**config.mk**
```make
export PLATFORM = sky130hd
export DESIGN_NAME = lfsr_stream_gen
export DESIGN_NICKNAME = d
export VERILOG_FILES = /design/src/rtl/lfsr_stream_gen.sv
export SDC_FILE = /design/constraint.sdc
export NUM_CORES = 1
export LEC_CHECK = 0
export ABC_AREA = 1
export BUFFER_PORTS_ARGS = -buffer_cell sky130_fd_sc_hd__buf_2
export CORE_MARGIN = 3
export CORE_UTILIZATION = 58
export DETAILED_ROUTE_END_ITERATION = 16
export GPL_TIMING_DRIVEN = 0
export PLACE_DENSITY = 0.8
export SKIP_CTS_REPAIR_TIMING = 1
export SLEW_MARGIN = 20
export SYNTH_ARGS = -nofsm -noshare
export SYNTH_HDL_FRONTEND = slang
export SYNTH_SLANG_ARGS = --single-unit
```
**constraint.sdc**
```tcl
create_clock -name CLK -period 1.9 [get_ports CLK]
set_input_delay 0.095 -clock CLK [delete_from_list [all_inputs] [get_ports CLK]]
set_output_delay 0.095 -clock CLK [all_outputs]
set_load 0.05 [all_outputs]
```
**src/rtl/lfsr_stream_gen.sv**
```systemverilog
// Fibonacci LFSR block generator: seeds, scrambles for SHIFT_CYCLES shifts,
// then serialises the WIDTH-bit word LSB-first with a start/busy/done handshake.
module lfsr_stream_gen #(
   parameter int unsigned      WIDTH        = 4,
   parameter logic [WIDTH-1:0] TAPS         = WIDTH'(4'b1001),
   parameter int unsigned      SHIFT_CYCLES = 8,
   parameter logic [WIDTH-1:0] DEFAULT_SEED = WIDTH'(4'b0001)
) (
   input  logic             CLK,
   input  logic             RST,
   input  logic             start,
   input  logic [WIDTH-1:0] seed,
   input  logic             continuous,
   output logic             OUT,
   output logic             Valid,
   output logic             busy,
   output logic             done,
   output logic             seed_fixed
);

   localparam int unsigned CNT_MAX = (SHIFT_CYCLES > WIDTH) ? SHIFT_CYCLES : WIDTH;
   localparam int unsigned CW      = $clog2(CNT_MAX + 1);

   typedef enum logic [1:0] {IDLE, SHIFT, SERIAL, DONE} state_t;

   state_t           state, state_n;
   logic [WIDTH-1:0] lfsr, lfsr_step, ser;
   logic [CW-1:0]    cnt;
   logic             shift_last, bits_last, seed_zero;

   assign lfsr_step  = {^(lfsr & TAPS), lfsr[WIDTH-1:1]};
   assign shift_last = (cnt == CW'(SHIFT_CYCLES - 1));
   assign bits_last  = (cnt == CW'(WIDTH - 1));
   assign seed_zero  = (seed == '0);

   always_ff @(posedge CLK) begin
      if (RST) state <= IDLE;
      else     state <= state_n;
   end

   always_comb begin
      state_n = state;
      case (state)
         IDLE:    if (start) state_n = SHIFT;
         SHIFT:   if (shift_last) state_n = SERIAL;
         SERIAL:  if (bits_last) state_n = DONE;
         DONE:    state_n = continuous ? SHIFT : IDLE;
         default: state_n = IDLE;
      endcase
   end

   // The serialiser drains to zero after WIDTH shifts, so OUT needs no gating.
   always_ff @(posedge CLK) begin
      if (RST) begin
         lfsr       <= '0;
         ser        <= '0;
         cnt        <= '0;
         seed_fixed <= 1'b0;
      end else begin
         case (state)
            IDLE: begin
               if (start) begin
                  lfsr       <= seed_zero ? DEFAULT_SEED : seed;
                  seed_fixed <= seed_zero;
                  cnt        <= '0;
               end
            end
            SHIFT: begin
               lfsr <= lfsr_step;
               if (shift_last) begin
                  ser <= lfsr_step;
                  cnt <= '0;
               end else begin
                  cnt <= cnt + CW'(1);
               end
            end
            SERIAL: begin
               ser <= ser >> 1;
               cnt <= bits_last ? '0 : cnt + CW'(1);
            end
            DONE:    cnt <= '0;
            default: cnt <= '0;
         endcase
      end
   end

   always_ff @(posedge CLK) begin
      if (RST) begin
         Valid <= 1'b0;
         busy  <= 1'b0;
         done  <= 1'b0;
      end else begin
         Valid <= (state_n == SERIAL);
         busy  <= (state_n != IDLE);
         done  <= (state_n == DONE);
      end
   end

   assign OUT = ser[0];

endmodule

```
==> out/metrics.csv <==
stage,metric,value,unit
outcome,status,"complete, no violations",
clock_network,clkTransAtPathRegs,90,ps
routing,initialDrtViolationCount,31,
timing,rsz0062_at_grt,no,
routing,drc,0,
routing,routed_wl,1.833,mm
final_layout,drive_gt1_share,13.92,%
min_path,hold_path.startpoint,seed[2],
routing,firstDrtPassIters,5,
routing,route.met3.wl,91,µm
yosys,synth_cell_types,18,
yosys,synth-seq-cells,18,
placement,placed_cells,169,
clock_network,root_buffer,clkbuf_4,
worst_setup_path,r2r_start,state[1]$_SDFF_PP0_,
placement,io_buffers,12,
min_path,min_path_type,in -> reg,
final_layout,fin_area,1046,µm²
die,core_region_area,1399,µm²
timing,worst_slew_pin_slew,248.4,ps
placement,gp_congestion,0.8258,
timing,setup_viol,0,
routing,maxUsedRoutingLayer,met4,
yosys,syn-num-nets,155,
final_layout,fin_util,74.78,%
timing,setup_tns,0,ps
power_and_ir_drop,seqPwrFrac,52.9,%
die,die_h,46.14,µm
power_and_ir_drop,p_sw,0.2602,mW
timing,finalHoldViolations,0,
clock_network,cts.htree.levels,1,
worst_setup_path,worst_setup_path_start_kind,flop,
timing,worst_slack,389.7,ps
worst_setup_path,cp_data_arrival_time,1700,ps
grt,grt_pass1_wl,3.222,mm
yosys,synth_top_area_share,38.55,%
yosys,synth_top_cell_by_area,dfxtp_1,
yosys,yosys_warnings,0,
timing,hold_slack,102.0,ps
timing,drv_slew,0,
yosys,synthesis.instances,142,
power_and_ir_drop,leakage,0.5710,nW
grt,grt_pass1_vias,736,
placement,hpwl,1.439,mm
yosys,yosysSeqAreaShare,38.55,%
worst_setup_path,cp.required,2090,ps
power_and_ir_drop,clockPowerShare,22.7,%
clock_network,tritoncts,yes,
final_layout,synthToLayoutAreaGrowth,11.91,%
grt,antenna_found_initial,0,
clock_network,clock_path_buffers,2,
timing,fin_crit_sh,79.49,%
die,io_pins,13,
routing,vias_per_cell,5.092,
grt,overflow,0,
final_layout,fin_cells,173,
timing,slew-limit-headroom,83.44,%
worst_setup_path,crit_path_end_kind,flop,
clock_network,clkSinkCount,18,
placement,place_ws,388.7,ps
die,dieWidth,46.14,µm
power_and_ir_drop,ir_worst_vdd,0.5214,mV
placement,place_area,1013,µm²
die,num_rows,13,
routing,num_vias,881,
routing,routed-wl-met2,792,µm
timing,finalCriticalPeriod,1510,ps
power_and_ir_drop,fin_total_pwr,0.8062,mW
die,die_area,2129,µm²
power_and_ir_drop,p_comb_share,24.4,%
routing,ant_nets,0,
worst_setup_path,worstSetupPathType,reg -> reg,
grt,grt_start_max_net_pins,11,
routing,avgRoutedWirePerCell,10.60,µm
job,max_cap_violations,0,
timing,fin_skew,1.719,ps
timing,max_freq,0.6621,GHz
yosys,netlist_top_cells_area,"dfxtp_1 39%, nand2_1 14%, inv_1 8.8%",
final_layout,diodes,0,
routing,wl_met1,903,µm
power_and_ir_drop,swShare,32.27,%
yosys,avgSynthCellArea,6.582,µm²
clock_network,cts_buffers,3,
worst_setup_path,crit_start,state[1]$_SDFF_PP0_,
worst_setup_path,worst-path-max-fanout,7,
yosys,synthesis.area,934.6,µm²
grt,grt_use_total,21.38,%
final_layout,nets,173,
clock_network,clk_latency,290,ps
die,initial_core_util,66.82,%
power_and_ir_drop,internal-power,0.5460,mW
power_and_ir_drop,powerDensity,770.8,nW/µm²
## cell usage after synthesis
cell type,n
o21ai_2,1
and3_1,1
nand3_1,8
o21ai_0,13
o21ai_1,1
ha_1,5
inv_1,22
xor2_1,1
o22ai_1,1
nand2_2,1
a21oi_1,10
nor2_1,18
inv_2,3
dfxtp_1,18
nand2_1,36
nand4_1,1
buf_4,1
buf_2,1
## cell usage in the layout (no fill, tap or decap)
| cell | count |
|---|---|
| o21ai_1 | 1 |
| dlygate4sd3_1 | 1 |
| nand2_1 | 36 |
| a21oi_1 | 10 |
| buf_4 | 1 |
| xor2_1 | 1 |
| o22ai_1 | 1 |
| o21ai_2 | 1 |
| dfxtp_1 | 18 |
| and3_1 | 1 |
| inv_1 | 22 |
| inv_2 | 3 |
| o21ai_0 | 13 |
| nand2_2 | 1 |
| nand3_1 | 8 |
| nor2_1 | 18 |
| ha_1 | 5 |
| nand4_1 | 1 |
| clkbuf_4 | 3 |
| buf_2 | 13 |
## power by group through the flow
stage	sequential (mW)	clock, mW	combinational, mW
after floorplan	0.457	0	0.128
after global placement	0.433	0	0.191
after detailed placement	0.435	0	0.194
after CTS	0.427	0.190	0.195
after global routing	0.430	0.209	0.225
final	0.427	0.183	0.197
## routing by layer
layer / global-route usage [%] / up-vias
li1: - / 478
met1: 28.34 / 375
met2: 30.77 / 22
met3: 6.641 / 6
met4: 10.80 / 0
met5: 0 / -
## state kept, by name, indices dropped and copies added, names as in the netlist
signal	count
ser	4
done	1
state	2
busy	1
cnt	4
seed_fixed	1
Valid	1
lfsr	4
## cells by family after synthesis
kind of cell,synth area share [%]
buf+inv,11.38
xor+xnor,0.9373
simple gates,27.98
flops,38.55
compound gates,14.46
fa+ha+maj,6.693
## worst max-delay path, cell delays in order, from the launching register on
cell	delay (ps)
dfxtp_1	350
inv_1	120
ha_1	310
inv_2	120
o21ai_2	230
inv_2	80
a21oi_1	130
a21oi_1	70
## path summary, 6_finish.rpt
path | cells after the start | slack [ps] | end
min reg2reg | 2 | 470 | lfsr[2]$_SDFFE_PP0P_
max | 7 | 390 | lfsr[0]$_SDFFE_PP0P_
min | 4 | 100 | seed_fixed$_SDFFE_PP0P_
max reg2reg | 7 | 390 | lfsr[0]$_SDFFE_PP0P_
## area by class of cell
| class | instances | area, µm² |
|---|---|---|
| multi-input cells | 97 | 467.9 |
| clock buffers | 3 | 22.52 |
| plain buffers | 2 | 12.51 |
| well taps | 15 | 18.77 |
| repair buffers | 13 | 70.07 |
| inverters | 25 | 93.84 |
| fillers | 125 | 352.8 |
| flip-flops and latches | 18 | 360.3 |
Note: power is estimated with default switching activity, not from simulation.
